<file path="config.mk">
export PLATFORM = sky130hd
export DESIGN_NAME = dvp_frame_sequencer
export DESIGN_NICKNAME = d
export VERILOG_FILES = /design/src/rtl/dvp_frame_sequencer.sv
export SDC_FILE = /design/constraint.sdc
export NUM_CORES = 1
export LEC_CHECK = 0
export CAP_MARGIN = 20
export CORE_UTILIZATION = 55
export DETAILED_ROUTE_END_ITERATION = 10
export PLACE_DENSITY = 0.85
export SKIP_LAST_GASP = 1
export SYNTH_ARGS = -nofsm -noshare
export SYNTH_HDL_FRONTEND = slang
export SYNTH_SLANG_ARGS = --single-unit
</file>
<file path="constraint.sdc">
create_clock -name xclk -period 7.75 [get_ports xclk]
set_clock_uncertainty 0.05 [all_clocks]
set_input_delay 0.775 -clock xclk [delete_from_list [all_inputs] [get_ports xclk]]
set_output_delay 0.775 -clock xclk [all_outputs]
set_load 0.02 [all_outputs]
</file>
<file path="src/rtl/dvp_frame_sequencer.sv">
// ----------------------------------------------------------------------------
// dvp_frame_sequencer
//   Run-control sequencer for the DVP source path. Owns the pixel/line
//   counters, issues raster-order read requests to a synchronous-read frame
//   buffer and drives registered href/hsync/vsync aligned with the returned
//   data (one cycle behind rd_en). Timing comes from a runtime-writable
//   register bank that is copied into shadow registers at every frame start.
//
// Ports
//   xclk, rst_n          clock, asynchronous active-low reset
//   start, stop, abort   run control pulses
//   num_frames           frames per run (0 = continuous), sampled on start
//   cfg_we/addr/wdata    timing bank write port (HF,HP,HB,HD,VF,VP,VB,VD)
//   rd_en, rd_addr       frame-buffer read request (rd_en combinational)
//   href, hsync, vsync   registered DVP timing
//   busy                 high while running
//   frame_done           combinational pulse in the last cycle of a frame
//   frame_idx            frames completed in the current run
// ----------------------------------------------------------------------------
module dvp_frame_sequencer #(
    parameter int unsigned CNT_W  = 16,
    parameter int unsigned ADDR_W = 24,
    parameter int unsigned FRM_W  = 16,
    parameter int unsigned DEF_HF = 5,
    parameter int unsigned DEF_HP = 10,
    parameter int unsigned DEF_HB = 2,
    parameter int unsigned DEF_HD = 5,
    parameter int unsigned DEF_VF = 10,
    parameter int unsigned DEF_VP = 20,
    parameter int unsigned DEF_VB = 10,
    parameter int unsigned DEF_VD = 5,
    parameter bit          H_POL  = 1'b0,
    parameter bit          V_POL  = 1'b1
) (
    input  logic              xclk,
    input  logic              rst_n,
    input  logic              start,
    input  logic              stop,
    input  logic              abort,
    input  logic [FRM_W-1:0]  num_frames,
    input  logic              cfg_we,
    input  logic [2:0]        cfg_addr,
    input  logic [CNT_W-1:0]  cfg_wdata,
    output logic              rd_en,
    output logic [ADDR_W-1:0] rd_addr,
    output logic              href,
    output logic              hsync,
    output logic              vsync,
    output logic              busy,
    output logic              frame_done,
    output logic [FRM_W-1:0]  frame_idx
);

    localparam int unsigned TW = CNT_W + 2;

    typedef enum logic [0:0] {
        IDLE = 1'b0,
        RUN  = 1'b1
    } state_t;

    state_t state;
    state_t state_nxt;

    logic [CNT_W-1:0] bank [8];
    logic [CNT_W-1:0] sh   [8];
    logic [CNT_W-1:0] pix;
    logic [CNT_W-1:0] line;
    logic [FRM_W-1:0] nf_q;
    logic             stop_req;

    logic [TW-1:0] h_sync_end, h_act, h_total;
    logic [TW-1:0] v_sync_end, v_act, v_total;
    logic [TW-1:0] pix_w, line_w;
    logic          pix_last, line_last, eof;
    logic          in_win, in_hs, in_vs;
    logic          exit_c;
    logic          start_run;
    logic          reload;
    logic          wr_ok;

    // Reset contents of the timing bank, indexed like cfg_addr.
    function automatic logic [CNT_W-1:0] def_val(input int unsigned idx);
        case (idx)
            0:       def_val = CNT_W'(DEF_HF);
            1:       def_val = CNT_W'(DEF_HP);
            2:       def_val = CNT_W'(DEF_HB);
            3:       def_val = CNT_W'(DEF_HD);
            4:       def_val = CNT_W'(DEF_VF);
            5:       def_val = CNT_W'(DEF_VP);
            6:       def_val = CNT_W'(DEF_VB);
            default: def_val = CNT_W'(DEF_VD);
        endcase
    endfunction

    // Frame geometry from the shadow set, widened so the sums cannot wrap.
    assign h_sync_end = TW'(sh[0]) + TW'(sh[1]);
    assign h_act      = h_sync_end + TW'(sh[2]);
    assign h_total    = h_act + TW'(sh[3]);
    assign v_sync_end = TW'(sh[4]) + TW'(sh[5]);
    assign v_act      = v_sync_end + TW'(sh[6]);
    assign v_total    = v_act + TW'(sh[7]);

    assign pix_w     = TW'(pix);
    assign line_w    = TW'(line);
    assign pix_last  = (pix_w == h_total - TW'(1));
    assign line_last = (line_w == v_total - TW'(1));
    assign eof       = pix_last && line_last;
    assign in_win    = (pix_w >= h_act) && (line_w >= v_act);
    assign in_hs     = (pix_w >= TW'(sh[0])) && (pix_w < h_sync_end);
    assign in_vs     = (line_w >= TW'(sh[4])) && (line_w < v_sync_end);

    // Run ends after this frame on a stop request or when the burst count is reached.
    assign exit_c = stop_req || stop ||
                    ((nf_q != '0) && ((frame_idx + FRM_W'(1)) == nf_q));

    // Pulse, display and sync widths of zero are rejected (odd addresses).
    assign wr_ok = cfg_we && ((cfg_wdata != '0) || !cfg_addr[0]);

    // State register.
    always_ff @(posedge xclk or negedge rst_n) begin
        if (!rst_n) begin
            state <= IDLE;
        end else begin
            state <= state_nxt;
        end
    end

    // Next-state logic; abort dominates everything else.
    always_comb begin
        state_nxt = state;
        case (state)
            IDLE: begin
                if (start && !abort) begin
                    state_nxt = RUN;
                end
            end
            RUN: begin
                if (abort) begin
                    state_nxt = IDLE;
                end else if (eof && exit_c) begin
                    state_nxt = IDLE;
                end
            end
            default: state_nxt = IDLE;
        endcase
    end

    // FSM outputs and internal strobes.
    always_comb begin
        rd_en      = 1'b0;
        frame_done = 1'b0;
        start_run  = 1'b0;
        reload     = 1'b0;
        case (state)
            IDLE: begin
                start_run = start && !abort;
            end
            RUN: begin
                rd_en      = in_win;
                frame_done = eof && !abort;
                reload     = eof && !abort && !exit_c;
            end
            default: ;
        endcase
    end

    assign busy = (state == RUN);

    // Timing register bank.
    always_ff @(posedge xclk or negedge rst_n) begin
        if (!rst_n) begin
            for (int unsigned i = 0; i < 8; i++) begin
                bank[i] <= def_val(i);
            end
        end else if (wr_ok) begin
            bank[cfg_addr] <= cfg_wdata;
        end
    end

    // Shadow copy taken at every frame start; sees the bank before any same-cycle write.
    always_ff @(posedge xclk or negedge rst_n) begin
        if (!rst_n) begin
            for (int unsigned i = 0; i < 8; i++) begin
                sh[i] <= def_val(i);
            end
        end else if (start_run || reload) begin
            for (int unsigned i = 0; i < 8; i++) begin
                sh[i] <= bank[i];
            end
        end
    end

    // Raster counters and read address; everything restarts at zero on frame start or exit.
    always_ff @(posedge xclk or negedge rst_n) begin
        if (!rst_n) begin
            pix     <= '0;
            line    <= '0;
            rd_addr <= '0;
        end else if ((state == RUN) && (state_nxt == RUN) && !eof) begin
            if (pix_last) begin
                pix  <= '0;
                line <= line + CNT_W'(1);
            end else begin
                pix <= pix + CNT_W'(1);
            end
            if (rd_en) begin
                rd_addr <= rd_addr + ADDR_W'(1);
            end
        end else begin
            pix     <= '0;
            line    <= '0;
            rd_addr <= '0;
        end
    end

    // Run bookkeeping: burst length, stop request, completed frame count.
    always_ff @(posedge xclk or negedge rst_n) begin
        if (!rst_n) begin
            nf_q      <= '0;
            stop_req  <= 1'b0;
            frame_idx <= '0;
        end else begin
            if (start_run) begin
                nf_q      <= num_frames;
                stop_req  <= 1'b0;
                frame_idx <= '0;
            end else begin
                if ((state == RUN) && stop) begin
                    stop_req <= 1'b1;
                end
                if (frame_done) begin
                    frame_idx <= frame_idx + FRM_W'(1);
                end
            end
        end
    end

    // DVP timing, registered from the same counters as rd_en so it lines up with RAM data.
    always_ff @(posedge xclk or negedge rst_n) begin
        if (!rst_n) begin
            href  <= 1'b0;
            hsync <= ~H_POL;
            vsync <= ~V_POL;
        end else begin
            href  <= rd_en;
            hsync <= ((state == RUN) && in_hs) ? H_POL : ~H_POL;
            vsync <= ((state == RUN) && in_vs) ? V_POL : ~V_POL;
        end
    end

endmodule

</file>
# --- Word-level counts from Yosys, hierarchy flattened ---
# Cells that the tools add are included.
totals:
  out_inout_bits: 46
  in_bits: 41
  regBits: 349
classes:
  bitwise: 2
  n_reduce_logical: 28
  muxes: 23
  n_addsub: 12
  n_eq_ne: 5
  n_lt_le_gt_ge: 8
op_table:
  columns: ["cell", "n"]
  rows:
  - ["bitwise mux 128 bit", 1]
  - ["two-way mux 16 bit", 7]
  - ["adder 16 x 1 -> 16 bit (second input constant)", 3]
  - ["demux 16 bit (select 3 bit)", 1]
  - ["two-way mux 24 bit", 2]
  - ["adder 17 x 16 -> 18 bit", 2]
  - ["adder 18 x 16 -> 18 bit", 2]
  - ["equality test 16 x 18 -> 1 bit", 2]
  - ["greater-or-equal comparator 16 x 18 -> 1 bit", 2]
  - ["subtractor 18 x 1 -> 18 bit (second input constant)", 2]
  - ["adder 16 x 16 -> 17 bit", 2]
  - ["< comparator 16 x 17 -> 1 bit", 2]
  - ["greater-or-equal comparator 16 bit", 2]
  - ["nonzero test 16 bit", 2]
  - ["adder 24 x 1 -> 24 bit (second input constant)", 1]
  - ["equality test 16 bit", 1]
  - ["logical AND 1 bit", 16]
  - ["two-way mux 1 bit", 11]
  - ["greater-or-equal comparator 4 bit (second input constant)", 1]
  - ["zero test 1 bit", 4]
  - ["logical OR 1 bit", 4]
  - ["< comparator 4 x 1 -> 1 bit (second input constant)", 1]
  - ["inequality test 2 bit (second input constant)", 2]
  - ["NOT 3 -> 4 bit", 1]
  - ["3 further kinds", 4]

# --- Logic depth before layout (Yosys ltp) ---
logic_depth:
  word_depth: 13
  mapped_depth: 37

# --- Least setup slack after synthesis ---
# No wires, ideal clock.
synth_timing:
  path_kind: "flip-flop to flip-flop"
  start: "reg sh[112] in the netlist's numbering"
  end: "reg sh[100] in the netlist's numbering"
  period_less_slack_ns: 6.680
  arrival_time_ns: 6.505
  setup_ns: 0.125
  stages_incl_launch_ff: 36
  setup_slack_ns: 1.070
  required_time_ns: 7.575
  path_cell_list: "dfstp_2 > ha_1 > inv_1 > fa_1 > nor2b_1 > o21ai_0 > a21boi_0 > o21ai_0 > nand2b_1 > a21oi_1 > o21bai_1 > xor2_1 > ha_1 > a21o_1 > a21oi_1 > a2bb2oi_1 > a31o_2 > nand2b_1 > a21o_1 > xnor2_1 > ha_1 > inv_1 > ha_1 > a21oi_1 > o2111ai_1 > a311oi_1 > nand4_1 > and4b_1 > o2111ai_1 > nor4_4 > nand4_4 > nor2_8 > a21oi_2 > buf_8 > buf_12 > mux2_4"
synth_between:
  elab_chain_cells: 10
synth_lines:
  columns: ["element", "line_no", "source"]
  rows:
  - ["start, declared", "65", "logic [CNT_W-1:0] sh [8];"]
  - ["start signal, assigned by index", "184", "sh[i] <= def_val(i);"]
  - ["start signal, assigned by index", "188", "sh[i] <= bank[i];"]
  - ["adder 16 x 16 -> 17 bit", "96", "assign h_sync_end = TW'(sh[0]) + TW'(sh[1]);"]
  - ["adder 17 x 16 -> 18 bit", "97", "assign h_act = h_sync_end + TW'(sh[2]);"]
  - ["adder 18 x 16 -> 18 bit", "98", "assign h_total = h_act + TW'(sh[3]);"]
  - ["subtractor 18 x 1 -> 18 bit", "105", "assign pix_last = (pix_w == h_total - TW'(1));"]
  - ["equality test 16 x 18 -> 1 bit", "105", null]
  - ["logical AND 1 bit", "107", "assign eof = pix_last && line_last;"]
  - ["logical AND 1 bit (2 in series)", "161", "reload = eof && !abort && !exit_c;"]
  - ["two-way mux 1 bit", "154", "case (state)"]
  - ["logical OR 1 bit", "186", "end else if (start_run || reload) begin"]
# Every way passes these cells.
# A chain may end at the register's enable or synchronous reset.

# --- Final worst setup path ---
layout_timing:
  start: "reg sh[112] in the netlist's numbering"
  end: "out frame_done"
layout_between:
  elab_chain_cells: 8
layout_lines:
  columns: ["element", "line_no", "source"]
  rows:
  - ["adder 16 x 16 -> 17 bit", "96", null]
  - ["adder 17 x 16 -> 18 bit", "97", null]
  - ["adder 18 x 16 -> 18 bit", "98", null]
  - ["subtractor 18 x 1 -> 18 bit", "105", null]
  - ["equality test 16 x 18 -> 1 bit", "105", null]
  - ["logical AND 1 bit", "107", null]
  - ["logical AND 1 bit", "160", "frame_done = eof && !abort;"]
  - ["two-way mux 1 bit", "154", null]
  - ["end, declared", "50", "output logic frame_done,"]
# Every way passes these cells.

==> impl_metrics.env <==
export IMPL_synth_top_cell_area_share=0.348
export IMPL_violations="negative setup slack"
export IMPL_grt_overflow_total=0
export IMPL_firstDrtPassIters=6
export IMPL_core_area_mm2=0.0409
export IMPL_end_kind="output port"
export IMPL_crit_family="compound AO/OA/AOI/OAI gates"
export IMPL_cp_num_buf_inv=4
export IMPL_status="finished, violations left"
export IMPL_ys_seq_elements=349
export IMPL_worstMarginPinSlew_ns=1.05
export IMPL_setup_viol=1
export IMPL_setup_worst_path_start_class="flip-flop"
export IMPL_fmax_ghz=0.128
export IMPL_totalWireLength_mm=58.5
export IMPL_drive_gt1_frac=0.226
export IMPL_synth_top_cell_by_area="dfrtp_1"
export IMPL_dp_final_hpwl_mm=40.5
export IMPL_synth_area_leaders="dfrtp_1 (35%), ha_1 (12%), mux2_4 (7.9%), mux2_2 (6.9%), dfstp_2 (3.6%)"
export IMPL_syn_area_per_cell_um2=10.6
export IMPL_ys_async_sr_fraction=1.00
export IMPL_syn_nets=2415
export IMPL_tns_ns=-0.0883
export IMPL_worstSetupPathType="reg -> out"
export IMPL_ioPinCount=87
export IMPL_grt_max_degree=157
export IMPL_path_depth=33
export IMPL_fin_ws_ns=-0.0883
export IMPL_cp_arrival_ns=7.01
export IMPL_viasPerCell=6.06
export IMPL_crit_fanout=3
export IMPL_drtIter0Drc=1407
export IMPL_fin_cells=2873
export IMPL_synth_compound_area_share=0.112
export IMPL_wl_per_cell_um=20.4
export IMPL_cts_max_path_buffers=3
export IMPL_cts_root_buffer="clkbuf_16"
export IMPL_via_count=17400
export IMPL_cp_slowest_stage_delay_ns=0.53
export IMPL_crit_required_ns=6.92
export IMPL_final_area_mm2=0.0263
export IMPL_fin_crit_sh=1.01
export IMPL_hold_class="in -> async"
export IMPL_drc_errors=0
export IMPL_cap_violations=0
export IMPL_placed_area_mm2=0.0245
export IMPL_hold_viol=0
export IMPL_die_h_um=206
export IMPL_grt_pass1_vias=17700
export IMPL_slowest_stage="dfstp_2"
export IMPL_synth_main_ff_cell="dfrtp_1"
export IMPL_finalCriticalPeriod_ns=7.84
export IMPL_ys_types=87
export IMPL_cts_buffers=39
export IMPL_synth_edff_count=0
export IMPL_synth_cells=2156
export IMPL_cts_hold_buf=0
export IMPL_diodes=0
export IMPL_place_inst=2775
export IMPL_synth_most_common_cell="dfrtp_1"
export IMPL_final_core_util=0.643
export IMPL_synth_simple_gate_area_frac=0.120
export IMPL_synth_top_family_by_area="multiplexers"
export IMPL_clkSlewWorstSetupHoldPaths_ns=0.06
export IMPL_synth_fa_ha_area_frac=0.122
export IMPL_ys_seq_area_frac=0.383
export IMPL_worst_path_most_repeated_cell="ha_1"
export IMPL_rsz0062_at_grt="true"
export IMPL_antenna_left=0
export IMPL_clk_insertion_delay_late_ns=0.58
export IMPL_cts_tree="yes"
export IMPL_cts_sinks=349
export IMPL_slew_headroom=0.295
export IMPL_reg2reg_depth=36
export IMPL_syn_cell_area_mm2=0.0229
export IMPL_synthXorXnorAreaFrac=0.0592
export IMPL_dieArea_mm2=0.0424
export IMPL_die_w_um=206
export IMPL_synthMuxAreaShare=0.156
export IMPL_slew_viol_final=0
export IMPL_ys_top_cells_by_count="dfrtp_1 (318), ha_1 (212), inv_1 (180), mux2_2 (140), nand2_1 (127)"
export IMPL_cts_htree_levels=2
export IMPL_yosysWarnings=0
export IMPL_gp_congestion=0.937
export IMPL_antenna_found_initial=1
export IMPL_io_buffers=86
export IMPL_area_growth_syn_to_layout_pct=15.0
export IMPL_rows=74
export IMPL_grt_pass1_wl_mm=93.2
export IMPL_initial_core_util=0.559
export IMPL_grt_usage=0.277
export IMPL_final_nets=2570
export IMPL_nFillCells=2987
cell type report:
class	instances	area (µm²)	area share
Inverter	180	676	0.0257
Sequential cell	349	8770	0.333
Clock inverter	18	194	0.00737
Clock buffer	53	1100	0.0417
Timing Repair Buffer	170	1600	0.0609
Multi-Input combinational cell	1571	13300	0.506
Tap cell	532	666	0.0253
final timing paths:
| check | end | slack (ns) | from |
|---|---|---|---|
| worst max-delay path | frame_done | -0.09 | sh[112]$_DFFE_PN1P_ |
| worst min register to register | sh[30]$_DFFE_PN0P_ | 0.45 | bank[30]$_DFFE_PN0P_ |
| worst min-delay path | bank[10]$_DFFE_PN0P_ | 0.19 | rst_n |
| min in group xclk | sh[30]$_DFFE_PN0P_ | 0.45 | bank[30]$_DFFE_PN0P_ |
| worst max register to register | frame_idx[5]$_DFFE_PN0P_ | 0.13 | sh[112]$_DFFE_PN1P_ |
| max in group asynchronous | frame_idx[0]$_DFFE_PN0P_ | 5.78 | rst_n |
through the flow:
| stage | hold WS (ns) | setup slack [ns] |
|---|---|---|
| 4_1_cts | 0.280 | -0.0228 |
| 3_3_place_gp | 0.431 | 0.0297 |
| 5_1_grt | 0.313 | -0.448 |
| 2_1_floorplan | 0.419 | 1.07 |
| 6_report | 0.190 | -0.0883 |
| 3_5_place_dp | 0.437 | -0.298 |
state kept, by name, indices dropped and copies added (netlist names):
signal / cells
nf_q: 16
hsync: 1
href: 1
pix: 16
frame_idx: 16
vsync: 1
rd_addr: 24
stop_req: 1
bank: 128
line: 16
sh: 128
busy: 1
cells by family after synthesis:
kind of cell / Yosys count
AOI/OAI and AO/OA: 391
xor gates and xnor gates: 154
adders and majority gates: 220
buffers and inverters: 236
DFF: 349
muxes: 279
and+or+nand+nor: 527
layout by cell type (no fill, tap or decap), types with 32 or more instances in the layout:
cell             synthesis  final
a21o_1                  59     59
a21oi_1                 98     84
buf_4                    0     75
clkbuf_16                0     39
clkdlybuf4s50_1          0     83
dfrtp_1                318    318
ha_1                   212    205
inv_1                  180    180
mux2_2                 140    140
mux2_4                 120    120
nand2_1                127    126
nand2b_1                32     32
nand3_1                 59     59
nor2_1                 108    108
o21ai_0                 89     84
xnor2_1                 89     86
xor2_1                  64     62
layer usage:
layer	vias to the layer above	track usage	share of wire
met3	142	0.0456	0.065
met1	8628	0.356	0.42
li1	8002	-	-
met4	2	0.112	0.034
met2	626	0.464	0.48
met5	-	0	0.00014
repair_timing:
action / in CTS / in global routing
gates resized for setup: 32 / 36
setup buffers: 14 / 12
hold endpoints to repair: 0 / 0
pin swaps: 22 / 29
setup endpoints to repair: 128 / 141
Power is not shown: default switching activity piles up to over one toggle a cycle in this logic, so the estimate is an artifact.
